File: src/rtl/touch_ctrl.sv
// Touch pad conditioner: 2-flop synchroniser, debounce FSM and a one-entry press/release/long event buffer.
// Define TOUCH_REPEAT_EN to make LONG_HELD re-emit the long code every REPEAT_CYC cycles until release.
module touch_ctrl #(
    parameter int DB_CYC     = 50000,
    parameter int LONG_CYC   = 10000000,
    parameter int REPEAT_CYC = 2500000,
    parameter int CNT_W      = 24
) (
    input  logic       clk,
    input  logic       rst,
    input  logic       touch_in,
    output logic       touch_out,
    output logic       evt_valid,
    output logic [1:0] evt_code,
    input  logic       evt_ready,
    output logic       evt_ovf
);

    typedef enum logic [2:0] {IDLE, DB_ON, PRESSED, LONG_HELD, DB_OFF} state_t;

    localparam logic [1:0] EV_PRESS   = 2'b01;
    localparam logic [1:0] EV_RELEASE = 2'b10;
    localparam logic [1:0] EV_LONG    = 2'b11;

    localparam logic [CNT_W-1:0] DB_LAST   = CNT_W'(DB_CYC - 1);
    localparam logic [CNT_W-1:0] LONG_LAST = CNT_W'(LONG_CYC - 1);
`ifdef TOUCH_REPEAT_EN
    localparam logic [CNT_W-1:0] REP_LAST  = CNT_W'(REPEAT_CYC - 1);
`endif

    localparam longint CNT_MAX = (longint'(1) << CNT_W) - 1;

    if (DB_CYC < 2 || LONG_CYC < 1 || REPEAT_CYC < 1 ||
        longint'(DB_CYC) > CNT_MAX || longint'(LONG_CYC) > CNT_MAX ||
        longint'(REPEAT_CYC) > CNT_MAX) begin : g_bad_params
        $error("touch_ctrl: parameter out of range");
    end

    logic             sync1_q, sync2_q;
    logic             raw_s;
    state_t           state_q;
    logic [CNT_W-1:0] db_cnt_q;
    logic [CNT_W-1:0] hold_cnt_q;
    logic             from_long_q;
    logic             touch_out_q;
    logic             evt_valid_q;
    logic [1:0]       evt_code_q;
    logic             evt_ovf_q;
    logic             emit_d;
    logic [1:0]       emit_code_d;

    assign raw_s = sync2_q;

    // Event produced by the transition the FSM takes on this edge.
    always_comb begin
        emit_d      = 1'b0;
        emit_code_d = 2'b00;
        case (state_q)
            DB_ON: if (raw_s && db_cnt_q == DB_LAST) begin
                emit_d      = 1'b1;
                emit_code_d = EV_PRESS;
            end
            PRESSED: if (raw_s && hold_cnt_q == LONG_LAST) begin
                emit_d      = 1'b1;
                emit_code_d = EV_LONG;
            end
`ifdef TOUCH_REPEAT_EN
            LONG_HELD: if (raw_s && hold_cnt_q == REP_LAST) begin
                emit_d      = 1'b1;
                emit_code_d = EV_LONG;
            end
`endif
            DB_OFF: if (!raw_s && db_cnt_q == DB_LAST) begin
                emit_d      = 1'b1;
                emit_code_d = EV_RELEASE;
            end
            default: ;
        endcase
    end

    always_ff @(posedge clk) begin
        if (rst) begin
            sync1_q     <= 1'b0;
            sync2_q     <= 1'b0;
            state_q     <= IDLE;
            db_cnt_q    <= '0;
            hold_cnt_q  <= '0;
            from_long_q <= 1'b0;
            touch_out_q <= 1'b0;
            evt_valid_q <= 1'b0;
            evt_code_q  <= 2'b00;
            evt_ovf_q   <= 1'b0;
        end else begin
            sync1_q <= touch_in;
            sync2_q <= sync1_q;

            case (state_q)
                IDLE: if (raw_s) begin
                    state_q  <= DB_ON;
                    db_cnt_q <= '0;
                end
                DB_ON: begin
                    if (!raw_s) begin
                        state_q <= IDLE;
                    end else if (db_cnt_q == DB_LAST) begin
                        state_q     <= PRESSED;
                        touch_out_q <= 1'b1;
                        hold_cnt_q  <= '0;
                    end else begin
                        db_cnt_q <= db_cnt_q + 1'b1;
                    end
                end
                PRESSED: begin
                    if (!raw_s) begin
                        state_q     <= DB_OFF;
                        db_cnt_q    <= '0;
                        from_long_q <= 1'b0;
                    end else if (hold_cnt_q == LONG_LAST) begin
                        state_q    <= LONG_HELD;
                        hold_cnt_q <= '0;
                    end else begin
                        hold_cnt_q <= hold_cnt_q + 1'b1;
                    end
                end
                LONG_HELD: begin
                    if (!raw_s) begin
                        state_q     <= DB_OFF;
                        db_cnt_q    <= '0;
                        from_long_q <= 1'b1;
                    end
`ifdef TOUCH_REPEAT_EN
                    else if (hold_cnt_q == REP_LAST) begin
                        hold_cnt_q <= '0;
                    end else begin
                        hold_cnt_q <= hold_cnt_q + 1'b1;
                    end
`endif
                end
                DB_OFF: begin
                    // A bounce back to 1 resumes the held state with its hold count intact.
                    if (raw_s) begin
                        state_q <= from_long_q ? LONG_HELD : PRESSED;
                    end else if (db_cnt_q == DB_LAST) begin
                        state_q     <= IDLE;
                        touch_out_q <= 1'b0;
                    end else begin
                        db_cnt_q <= db_cnt_q + 1'b1;
                    end
                end
                default: state_q <= IDLE;
            endcase

            if (emit_d) begin
                if (!evt_valid_q || evt_ready) begin
                    evt_valid_q <= 1'b1;
                    evt_code_q  <= emit_code_d;
                end else begin
                    evt_ovf_q <= 1'b1;
                end
            end else if (evt_valid_q && evt_ready) begin
                evt_valid_q <= 1'b0;
                evt_code_q  <= 2'b00;
            end
        end
    end

    assign touch_out = touch_out_q;
    assign evt_valid = evt_valid_q;
    assign evt_code  = evt_code_q;
    assign evt_ovf   = evt_ovf_q;

endmodule

File: config.mk
export PLATFORM = sky130hd
export DESIGN_NAME = touch_ctrl
export DESIGN_NICKNAME = d
export VERILOG_FILES = /design/src/rtl/touch_ctrl.sv
export SDC_FILE = /design/constraint.sdc
export NUM_CORES = 1
export LEC_CHECK = 0
export CORE_MARGIN = 1.5
export CORE_UTILIZATION = 60
export DETAILED_ROUTE_END_ITERATION = 8
export GPL_TIMING_DRIVEN = 0
export HOLD_SLACK_MARGIN = 0.12
export PLACE_DENSITY = 0.83
export SETUP_SLACK_MARGIN = 0.15
export SYNTH_ARGS = -nofsm -noshare
export SYNTH_HDL_FRONTEND = slang
export SYNTH_SLANG_ARGS = --single-unit
File: constraint.sdc
create_clock -name clk -period 4.4 [get_ports clk]
set_input_delay 0.88 -clock clk [delete_from_list [all_inputs] [get_ports clk]]
set_output_delay 0.88 -clock clk [all_outputs]
set_load 0.02 [all_outputs]
# [Yosys cells after proc, flatten, opt, wreduce, memory -nomap -nowiden]
# Cells that the tools add are included.
[totals] register_bits=59 latchBits=0 mem_bits_rw=0 rom_bits=0 input_bits=4 out_inout_bits=5 elab_cells=96 n_memories=0
[op_classes] addsub=2 mul=0 div_mod_pow=0 magnitude_cmp=0 n_eq_ne=19 shift=0 n_mux=43 bitwise_logic=1 n_reduce_logical=21
[ops] op="$mux 24" count=9
[ops] op="$pmux 24 s4" count=1
[ops] op="$add 24x1->24 const B" count=2
[ops] op="$pmux 24 s2" count=1
[ops] op="$eq 24x16->1 const B" count=1
[ops] op="$eq 24x24->1 const B" count=1
[ops] op="$mux 3" count=8
[ops] op="$ne 2x2->1 const B" count=9
[ops] op="$pmux 3 s5" count=1
[ops] op="$reduce_and 5->1" count=3
[ops] op="$mux 1" count=14
[ops] op="$mux 2" count=5
[ops] op="$ne 3x3->1 const B" count=3
[ops] op="$reduce_bool 2->1" count=4
[ops] op="$eq 3x2->1 const B" count=2
[ops] op="$pmux 2 s3" count=1
[ops] op="$logic_and 1x1->1" count=4
[ops] op="$pmux 1 s2" count=2
[ops] op="$reduce_and 2->1" count=2
[ops] op="$reduce_and 4->1" count=1
[ops] op="$reduce_bool 4->1" count=1
[ops] op="$eq 3x1->1 const B" count=1
[ops] op="$eq 3x3->1 const B" count=1
[ops] op="$logic_not 3->1" count=1
[ops] op="other kinds (7)" count=8

# [Longest topological paths before layout]
# Gate-level depths: netlist of the first run.
[depth] depth_word=6 ltp_mapped=9 ltp_nobuf=7

# [Worst setup path before layout of the first run]
# Ideal clock, no wire load.
[synth_timing] path_type="in2reg" startpoint="input rst" endpoint="register hold_cnt_q[23]" setup_ps=121 t_arrival_ps=1969 t_required_ps=4279 setup_slack_ps=2311 path_stages=7 n_path_buf=2 cell_sequence="clkbuf_1 -> nor3_1 -> o21ai_1 -> o31a_1 -> buf_2 -> nor2_1 -> mux2_2"
[synth_lines] item="start: declaration" line="10" text="input logic rst,"
[synth_lines] item="end signal: assignment" line="122" text="hold_cnt_q <= hold_cnt_q + 1'b1;"
[synth_lines] item="end: declaration" line="43" text="logic [CNT_W-1:0] hold_cnt_q;"

# [Worst setup path in the final report of the first run]
[layout_timing] startpoint="register evt_valid_q, in the netlist evt_valid" endpoint="output evt_valid"
[layout_lines] item="start: declaration" line="46" text="logic evt_valid_q;"
[layout_lines] item="start signal: assignment" line="90" text="evt_valid_q <= 1'b0;"
[layout_lines] item="start signal: assignment" line="155" text="evt_valid_q <= 1'b1;"
[layout_lines] item="start signal: assignment" line="161" text="evt_valid_q <= 1'b0;"
[layout_lines] item="end: declaration" line="13" text="output logic evt_valid,"
# No word-level cell between the ends.

==> out/metrics.yaml, run 1 <==
critical_path:
  cpMaxStageDelayCell: "clkdlybuf4s50_1"
  reg2reg_from: "hold_cnt_q[0]$_SDFFE_PP0P_"
  cp-end-kind: "primary output"
  r2r_cells: 8
  critical_path.top_delay_family: "buffers and inverters"
  critPathKind: "reg -> out"
  worstPathCellList: "clkdlybuf4s50_1"
  arrival_ns: 1.48
  rrSetupSlack_ns: 2.06
  crit_fanout: 9
  regToRegEndpoint: "hold_cnt_q[21]$_SDFFE_PP0P_"
  max_stage_delay_ns: 0.66
  required_ns: 3.52
  critPathBufInv: 1
  critPathLaunchType: "flip-flop"
floorplan:
  start_util_pct: 63.4
  die_h_um: 74.3
  dieArea_um2: 5530
  die_x_um: 74.3
  io_pins: 9
  num_rows: 25
  core_um2: 4820
synthesis:
  synthCells: 369
  synth_seq_cells: 59
  ys_async_sr_fraction_pct: 0
  synth_top_family_by_area: "simple AND/OR/NAND/NOR gates"
  synthXorXnorAreaFrac_pct: 8.03
  synth.mux.area_fraction_pct: 1.02
  synth_compound_area_share_pct: 14.7
  synth_fa_ha_area_share_pct: 0.819
  syn_area_um2: 3050
  synthTopCellsByArea: "dfxtp_1 (39%), nor2_1 (6.1%), xnor2_1 (5.7%), a21oi_1 (4.3%), nand2_1 (3.4%)"
  synth_cell_types: 61
  yosysSeqAreaShare_pct: 38.7
  yosys.area_share.simple_pct: 32.5
  yosysTopAreaCell: "dfxtp_1"
  netlist.area_leader.share_pct: 38.7
  synth_top_flop_cell: "dfxtp_1"
  ys.warnings.count: 0
  syn_avg_cell_area_um2: 8.28
  synth_edf_count: 0
  synth_nets: 375
detailed_routing:
  drtAntennaViolNets: 0
  drc: 0
  via_count: 2782
  dr.pass1.iters: 5
  vias_per_cell: 6.06
  drt_wl_total_mm: 6.67
  wire_per_inst_um: 14.5
  initialDrtViolationCount: 186
sta:
  hold_viol: 0
  hold_ws_ns: 0.446
  finClkSkew_ns: 0.00673
  setup-tns-final_ns: 0
  worst_pin_slew_ns: 0.937
  fin_crit_sh_pct: 53.6
  grt_setup_unrepaired: "no"
  slew_headroom_pct: 36.7
  fmax_mhz: 424
  drv_slew: 0
  report.final.setup_viol: 0
  layout_min_cycle_time_ns: 2.36
power_and_ir_drop:
  ir_drop_mv: 0.214
  p_leak_uw: 0.00110
  power_uw: 1130
  powerDensity_nw_per_um2: 329
clock_tree:
  clk_pin_slew_ns: 0.07
  cts_sinks: 59
  clk_latency_ns: 0.35
  cts_hold_buf: 0
  cts_resized: 0
  cts_made_buffers: 9
  cts.path.max_buffers: 2
  cts_tree: "done"
  clockRootBuffer: "clkbuf_8"
  cts_setup_buffers: 0
  htreeDepth: 3
finish:
  final_cell_mix: "dfxtp_1 (59), nor2_1 (50), nand2_1 (28), a21oi_1 (26), xnor2_1 (20)"
  final_common_cell: "dfxtp_1"
  antenna_cells: 0
  utilization_pct: 71.3
  area_delta_synth_final_pct: 12.5
  drive_gt1_share_pct: 10.7
  final_area_um2: 3440
  finalNetCount: 393
global_route:
  antenna_found_initial: 0
  grt_start_max_net_pins: 11
  grt_remaining_overflow: 0
  grtUsageTotal_pct: 26.6
  first_global_vias: 2525
  grt_pass1_wl_mm: 11.2
hold_path:
  hold_end: "raw_s$_SDFF_PP0_"
  hp-class: "reg -> reg"
  hold_start: "sync1_q$_SDFF_PP0_"
  holdPathStages: 1
placed_design:
  gp_congestion: 0.924
  place_area_um2: 3210
  portBuffers: 7
  hpwl_mm: 4.62
job:
  maxCapViolations: 0
run_status:
  status: "completed"
[through the flow]
stage               worst slack, ns  instances
finish                         2.04        459
global route                   1.83        459
CTS                            2.04        459
detailed placement             1.95        443
global placement               1.98        443
floorplan                      2.31        369
[cells in the mapped netlist (2+ instances only)]
library cell  instances
nand4_1              13
nand3_1              13
o21bai_1              2
a211oi_1              4
nand2b_1              3
and4_1                4
a31oi_1               3
or3_1                11
nand4b_1              2
a41oi_1               2
clkbuf_1              8
o21ai_0              13
nand2_1              28
nor3_1               13
inv_1                11
o31ai_1               4
mux2i_1               2
or4_1                 5
nor4_1                8
nor2_1               50
nor4_2                4
buf_2                 5
xor2_1                8
buf_4                 2
a21boi_0              2
ha_1                  2
a21oi_1              26
and2_1                3
dfxtp_1              59
nor2b_1               4
and3_1                5
o21a_1                2
xnor2_1              20
[power breakdown]
group / switching [uW] / leakage (uW) / internal, uW
clock network: 221 / 0.000113 / 349
logic: 18.3 / 0.000512 / 8.36
registers: 0.382 / 0.000475 / 535
[flip-flops by register name, indices dropped and copies added, names as in the netlist]
name	cells
evt_code	2
evt_valid	1
touch_out	1
db_cnt_q	24
state_q	3
evt_ovf	1
from_long_q	1
hold_cnt_q	24
raw_s	1
sync1_q	1
[cells by family after synthesis]
| kind of cell | Yosys count |
|---|---|
| buf+inv | 28 |
| flops | 59 |
| mux | 3 |
| simple gates | 179 |
| xor+xnor | 28 |
| compound gates | 70 |
| fa+ha+maj | 2 |
[worst max-delay path by stage]
stage               cells past startpoint                      from  slack (ns)                          end
floorplan                               7                       rst        2.31  hold_cnt_q[23]$_SDFFE_PP0P_
global placement                        7                       rst        1.98   hold_cnt_q[4]$_SDFFE_PP0P_
detailed placement                      7                       rst        1.95  hold_cnt_q[21]$_SDFFE_PP0P_
CTS                                     1    evt_valid$_SDFFE_PP0P_        2.04                    evt_valid
global route                            7  db_cnt_q[0]$_SDFFE_PP0P_        1.83     db_cnt_q[2]$_SDFFE_PP0P_
finish                                  1    evt_valid$_SDFFE_PP0P_        2.04                    evt_valid
[final cells by class]
cell class              count  area (um^2)
well taps                  67         83.8
clock inverters             4         72.6
inverters                  11         41.3
flip-flops and latches     59         1180
repair buffers              7         70.1
multi-input cells         282         1750
clock buffers              12          155
fillers                   388         1380
plain buffers              17         86.3
[routing by layer]
metal	share of wire (%)	wire length (um)	vias up	GRT usage, %
met2	44	2960	95	40.5
met1	48	3180	1297	35.7
met4	2.6	172	0	14.5
met3	5.3	352	19	5.01
met5	0	0	-	0
li1	-	-	1371	-
(Power assumes the default switching activity.)
==> inputs of run 2 (changes only) <==
--- a/config.mk
+++ b/config.mk
@@ -6,11 +6,11 @@
 export NUM_CORES = 1
 export LEC_CHECK = 0
 export CORE_MARGIN = 1.5
-export CORE_UTILIZATION = 60
+export CORE_UTILIZATION = 55
 export DETAILED_ROUTE_END_ITERATION = 8
 export GPL_TIMING_DRIVEN = 0
 export HOLD_SLACK_MARGIN = 0.12
-export PLACE_DENSITY = 0.83
+export PLACE_DENSITY = 0.8
 export SETUP_SLACK_MARGIN = 0.15
 export SYNTH_ARGS = -nofsm -noshare
 export SYNTH_HDL_FRONTEND = slang
==> constraint.sdc (replaced) <==
create_clock -name clk -period 2.1 [get_ports clk]
set_input_delay 0.42 -clock clk [delete_from_list [all_inputs] [get_ports clk]]
set_output_delay 0.42 -clock clk [all_outputs]
set_load 0.02 [all_outputs]
==> out/metrics.yaml, run 2 (synthesis results as in run 1) <==
run_status:
  status: "finished with violations"  # was completed
  violations: "negative setup slack"
sta:
  slew_headroom_pct: 59.5  # was 36.7%
  layout_min_cycle_time_ns: 2.20
  hold_viol: 0  # unchanged
  worst_pin_slew_ns: 0.607  # was 0.937 ns
  hold_ws_ns: 0.459  # was 0.446 ns
  fin_crit_sh_pct: 105
  finClkSkew_ns: 0.0200  # was 0.00673 ns
  finalWorstSetupSlack_ns: -0.0981  # was 2.04 ns
  report.final.setup_viol: 9  # was 0
  drv_slew: 0  # unchanged
  fmax_mhz: 455
  setup-tns-final_ns: -0.441  # was 0 ns
  grt_setup_unrepaired: "yes"  # was no
detailed_routing:
  drtAntennaViolNets: 0  # unchanged
  drt_wl_total_mm: 12.0  # was 6.67 mm
  via_count: 3498  # was 2782
  dr.pass1.iters: 6  # was 5
  drc: 0  # unchanged
  wire_per_inst_um: 23.7  # was 14.5 um
  initialDrtViolationCount: 373  # was 186
  vias_per_cell: 6.94  # was 6.06
critical_path:
  crit_fanout: 3  # was 9
  cp-startpoint: "db_cnt_q[9]$_SDFFE_PP0P_"  # was evt_valid$_SDFFE_PP0P_
  cp-end-kind: "flip-flop"  # was primary output
  critPathKind: "reg -> reg"  # was reg -> out
  r2r_cells: 6  # was 8
  rrSetupSlack_ns: -0.1  # was 2.06 ns
  crit_end: "evt_code[0]$_SDFFE_PP0P_"  # was evt_valid
  required_ns: 2.32  # was 3.52 ns
  reg2reg_from: "db_cnt_q[9]$_SDFFE_PP0P_"  # was hold_cnt_q[0]$_SDFFE_PP0P_
  critPathLaunchType: "flip-flop"  # unchanged
  regToRegEndpoint: "evt_code[0]$_SDFFE_PP0P_"  # was hold_cnt_q[21]$_SDFFE_PP0P_
  arrival_ns: 2.42  # was 1.48 ns
floorplan:
  num_rows: 26  # was 25
  die_x_um: 77.5  # was 74.3 um
  core_um2: 5240  # was 4820 um^2
  start_util_pct: 58.3  # was 63.4%
  die_h_um: 77.5  # was 74.3 um
  io_pins: 9  # unchanged
  dieArea_um2: 6010  # was 5530 um^2
clock_tree:
  cts_tree: "done"  # unchanged
  clk_latency_ns: 0.37  # was 0.35 ns
  cts_sinks: 59  # unchanged
  cts_made_buffers: 9  # unchanged
  cts.path.max_buffers: 2  # unchanged
  cts_hold_buf: 0  # unchanged
  clk_pin_slew_ns: 0.07  # about the same
  htreeDepth: 3  # unchanged
  clockRootBuffer: "clkbuf_8"  # unchanged
power_and_ir_drop:
  p_int_uw: 1640  # was 892 uW
  powerDensity_nw_per_um2: 514  # was 329 nW/um^2
  power_frac_comb_pct: 4.2  # was 2.4%
  p_clk_share_pct: 44.7  # was 50.3%
  ir_drop_mv: 0.568  # was 0.214 mV
  seq_power_share_pct: 51.1  # was 47.3%
  p_leak_uw: 0.00147  # was 0.00110 uW
  p_sw_uw: 546  # was 239 uW
  p_sw_share_pct: 24.9  # was 21.2%
placed_design:
  portBuffers: 7  # unchanged
  gp_congestion: 0.882  # was 0.924
  hpwl_mm: 4.76  # was 4.62 mm
global_route:
  antenna_found_initial: 0  # unchanged
  grt_pass1_wl_mm: 14.3  # was 11.2 mm
  grt_start_max_net_pins: 11  # unchanged
  first_global_vias: 2998  # was 2525
  grtUsageTotal_pct: 30.6  # was 26.6%
  grt_remaining_overflow: 0  # unchanged
finish:
  drive_gt1_share_pct: 36.4  # was 10.7%
  final_common_cell: "nor2_1"  # was dfxtp_1
  final_cell_mix: "nor2_1 (43), dfxtp_1 (38), buf_4 (37), nand2_1 (25), a21oi_1 (22)"  # was dfxtp_1 (59), nor2_1 (50), nand2_1 (28), a21oi_1 (26), xnor2_1 (20)
  antenna_cells: 0  # unchanged
  finalNetCount: 435  # was 393
  area_delta_synth_final_pct: 39.4  # was 12.5%
  reg_top3: "db_cnt_q x24, hold_cnt_q x24, state_q x3"  # unchanged
hold_path:
  hp-class: "reg -> reg"  # unchanged
job:
  maxCapViolations: 0  # unchanged
-- run 2: changes by cell type in the layout (fill, tap and decap cells not counted), sizes merged --
cell	before	now
clkbuf	21	20
bufinv	2	0
clkinvlp	1	0
buf	8	52
nor2	51	52
clkinv	1	2
-- run 2: per-stage QoR --
stage / setup slack [ns] / std cells / util [%] / instance area, um^2 / total power [uW]
2_1_floorplan: 0.158 / 369 / - / 3070 / 1180
3_3_place_gp: -0.164 / 446 / 61.6 / 3220 / 1200
3_5_place_dp: -0.182 / 446 / 61.6 / 3220 / 1200
4_1_cts: 0.0958 / 488 / 72.9 / 3820 / 2120
5_1_grt: -0.132 / 504 / 81.3 / 4260 / 2220
6_report: -0.0981 / 504 / 81.3 / 4260 / 2190
-- run 2: final cells by class --
| type | count | area, um^2 |
|---|---|---|
| inverters | 11 | 41.3 |
| clock inverters | 2 | 10.0 |
| flip-flops and latches | 59 | 1210 |
| repair buffers | 48 | 402 |
| fillers | 261 | 981 |
| well taps | 70 | 87.6 |
| clock buffers | 14 | 163 |
| multi-input cells | 283 | 2190 |
| plain buffers | 17 | 153 |
-- run 2: how the worst min path moves through the flow --
| stage | startpoint | end | slack (ns) | cells past startpoint |
|---|---|---|---|---|
| floorplan | sync1_q$_SDFF_PP0_ | raw_s$_SDFF_PP0_ | 0.41 | 1 |
| global placement | sync1_q$_SDFF_PP0_ | raw_s$_SDFF_PP0_ | 0.42 | 1 |
| detailed placement | sync1_q$_SDFF_PP0_ | raw_s$_SDFF_PP0_ | 0.43 | 1 |
| CTS | sync1_q$_SDFF_PP0_ | raw_s$_SDFF_PP0_ | 0.44 | 1 |
| global route | sync1_q$_SDFF_PP0_ | raw_s$_SDFF_PP0_ | 0.47 | 1 |
| finish | sync1_q$_SDFF_PP0_ | raw_s$_SDFF_PP0_ | 0.46 | 1 |
-- run 2: power groups by stage --
stage	combinational (uW)	sequential, uW	clock, uW
6_report	90.9	1120	980
5_1_grt	93.3	1120	1010
3_5_place_dp	56.0	1150	0
2_1_floorplan	38.2	1150	0
4_1_cts	66.8	1120	929
3_3_place_gp	54.6	1150	0
-- run 2: critical path, stage by stage, from the launching register on --
cell,delay [ns]
dfxtp_1,0.39
nand4_1,0.22
and4bb_2,0.46
nand2_1,0.17
or4_1,0.54
a21oi_1,0.22
nor4_1,0.08
-- run 2: what timing repair did --
item,in CTS,in global routing
endpoints found under the setup margin,51,56
gates cloned,0,1
gates resized for setup,47,87
buffers inserted,26,15
pin swaps,25,31
-- run 2: routing by layer --
layer / wire length (um) / up-vias / GRT usage (%)
met4: 978 / 0 / 20.5
met2: 5650 / 272 / 50.6
met3: 1050 / 103 / 6.59
met1: 4290 / 1668 / 35.4
li1: - / 1455 / -
met5: 0 / - / 0
==> inputs of run 3 (changes only) <==
--- a/config.mk
+++ b/config.mk
@@ -9,7 +9,8 @@
 export CORE_UTILIZATION = 55
 export DETAILED_ROUTE_END_ITERATION = 8
 export GPL_TIMING_DRIVEN = 0
-export HOLD_SLACK_MARGIN = 0.12
+export HOLD_SLACK_MARGIN = 0.06
+export MAX_ROUTING_LAYER = met4
 export PLACE_DENSITY = 0.8
 export SETUP_SLACK_MARGIN = 0.15
 export SYNTH_ARGS = -nofsm -noshare
==> out/metrics.yaml, run 3 (synthesis results as in run 1) <==
sta:
  report.final.setup_viol: 0  # was 9
  hold_viol: 0  # unchanged
  grt_setup_unrepaired: "yes"  # unchanged
  worst_pin_slew_ns: 0.600  # was 0.607 ns
  finalWorstSetupSlack_ns: 0.0354  # was -0.0981 ns
  fin_crit_sh_pct: 98.3  # was 105%
  layout_min_cycle_time_ns: 2.06  # was 2.20 ns
  finClkSkew_ns: 0.00790  # was 0.0200 ns
  slew_headroom_pct: 59.8  # was 59.5%
  hold_ws_ns: 0.442  # was 0.459 ns
  fmax_mhz: 484  # was 455 MHz
  drv_slew: 0  # unchanged
power_and_ir_drop:
  ir_drop_mv: 0.579  # was 0.568 mV
  powerDensity_nw_per_um2: 532  # was 514 nW/um^2
  p_leak_uw: 0.00139  # was 0.00147 uW
detailed_routing:
  dr.pass1.iters: 5  # was 6
  wire_per_inst_um: 19.0  # was 23.7 um
  drc: 0  # unchanged
  via_count: 3182  # was 3498
  drtAntennaViolNets: 0  # unchanged
  vias_per_cell: 6.44  # was 6.94
  drt_wl_total_mm: 9.38  # was 12.0 mm
  initialDrtViolationCount: 205  # was 373
global_route:
  grt_pass1_wl_mm: 13.0  # was 14.3 mm
  grtUsageTotal_pct: 28.3  # was 30.6%
  first_global_vias: 2898  # was 2998
  grt_remaining_overflow: 0  # unchanged
  antenna_found_initial: 0  # unchanged
  grt_start_max_net_pins: 11  # unchanged
job:
  maxCapViolations: 0  # unchanged
finish:
  finalNetCount: 426  # was 435
  multi_input_area_um2: 2100  # was 2190 um^2
  num-fill-cells: 269  # was 261
  reg_top3: "db_cnt_q x24, hold_cnt_q x24, state_q x3"  # unchanged
  final_common_cell: "nor2_1"  # unchanged
  ff_latch_area_um2: 1210  # about the same
  area_delta_synth_final_pct: 34.1  # was 39.4%
  drive_gt1_share_pct: 31.8  # was 36.4%
  antenna_cells: 0  # unchanged
  final_cell_mix: "nor2_1 (44), dfxtp_1 (43), buf_4 (30), nand2_1 (26), a21oi_1 (21)"  # was nor2_1 (43), dfxtp_1 (38), buf_4 (37), nand2_1 (25), a21oi_1 (22)
placed_design:
  gp_congestion: 0.895  # was 0.882
  portBuffers: 7  # unchanged
  pre_cts_ws_ns: -0.169  # was -0.182 ns
  hpwl_mm: 4.92  # was 4.76 mm
floorplan:
  die_h_um: 77.5  # unchanged
  core_um2: 5240  # unchanged
  die_x_um: 77.5  # unchanged
  num_rows: 26  # unchanged
  start_util_pct: 58.3  # unchanged
  dieArea_um2: 6010  # unchanged
  io_pins: 9  # unchanged
critical_path:
  critPathKind: "reg -> reg"  # unchanged
  crit_fanout: 10  # was 3
  arrival_ns: 2.31  # was 2.42 ns
  cp-end-kind: "flip-flop"  # unchanged
  critPathLaunchType: "flip-flop"  # unchanged
  required_ns: 2.34  # was 2.32 ns
clock_tree:
  clockRootBuffer: "clkbuf_8"  # unchanged
  clk_pin_slew_ns: 0.07  # about the same
  cts.path.max_buffers: 2  # unchanged
  cts_made_buffers: 9  # unchanged
  cts_tree: "done"  # unchanged
  clk_latency_ns: 0.35  # was 0.37 ns
  htreeDepth: 3  # unchanged
  cts_sinks: 59  # unchanged
  cts_hold_buf: 0  # unchanged
hold_path:
  hp-class: "reg -> reg"  # unchanged
run_status:
  status: "completed"  # was finished with violations
-- run 3: changes by cell type in the layout (fill, tap and decap cells not counted), moves of 3 or more --
cell / change
buf_4: -7
dfxtp_1: +5
dfxtp_2: -8
dfxtp_4: +3
nor2_2: -4
nor3_1: +3
nor4_2: +3
nor4_4: -3
-- run 3: layer usage --
layer	share of wire, %	vias up	GRT usage [%]
li1	-	1429	-
met1	38	1531	32.0
met2	50	174	47.0
met3	6.8	48	7.29
met4	5.0	0	12.9
met5	0	-	-
-- run 3: repair_timing --
action,CTS,global route
setup endpoints to repair,50,49
resized for setup,40,71
pin swaps,20,45
buffers inserted,23,10
-- run 3: area by class of cell --
class	count	area share (%)
well taps	70	2.14
clock buffers	12	3.30
inverters	11	1.01
clock inverters	3	0.977
flip-flops and latches	59	29.6
repair buffers	40	8.34
multi-input cells	282	51.3
plain buffers	17	3.36
-- run 3: path summary, 6_finish.rpt --
| kind | to | cells past startpoint | start | slack (ns) |
|---|---|---|---|---|
| worst max-delay path | hold_cnt_q[22]$_SDFFE_PP0P_ | 7 | db_cnt_q[4]$_SDFFE_PP0P_ | 0.04 |
| worst min-delay path | raw_s$_SDFF_PP0_ | 1 | sync1_q$_SDFF_PP0_ | 0.44 |
| worst max register to register | hold_cnt_q[22]$_SDFFE_PP0P_ | 7 | db_cnt_q[4]$_SDFFE_PP0P_ | 0.04 |
| worst min register to register | raw_s$_SDFF_PP0_ | 1 | sync1_q$_SDFF_PP0_ | 0.44 |
-- run 3: where the power goes --
| part | leakage [uW] | internal [uW] | total, uW | switching, uW |
|---|---|---|---|---|
| Combinational | 0.000812 | 30.6 | 79.7 | 49.1 |
| Sequential | 0.000485 | 1110 | 1120 | 1.06 |
| Clock | 0.0000902 | 538 | 983 | 445 |
| Total | 0.00139 | 1680 | 2180 | 495 |
-- run 3: metrics by stage --
stage | setup TNS (ns) | std cells | util, % | area (um^2) | power, uW
2_1_floorplan | 0 | 369 | - | 3070 | 1180
3_3_place_gp | -1.43 | 446 | 61.6 | 3220 | 1200
3_5_place_dp | -2.12 | 446 | 61.6 | 3220 | 1200
4_1_cts | 0 | 484 | 71.6 | 3750 | 2170
5_1_grt | -0.132 | 494 | 78.2 | 4100 | 2240
6_report | 0 | 494 | 78.2 | 4100 | 2180
-- run 3: critical path: stages, from the launching register on --
cell and delay [ns]:
dfxtp_2 0.36, nor4_2 0.29, and4bb_2 0.33, nand3_2 0.16
buf_8 0.20, a2111oi_4 0.38, xnor2_1 0.16, nor2_1 0.05
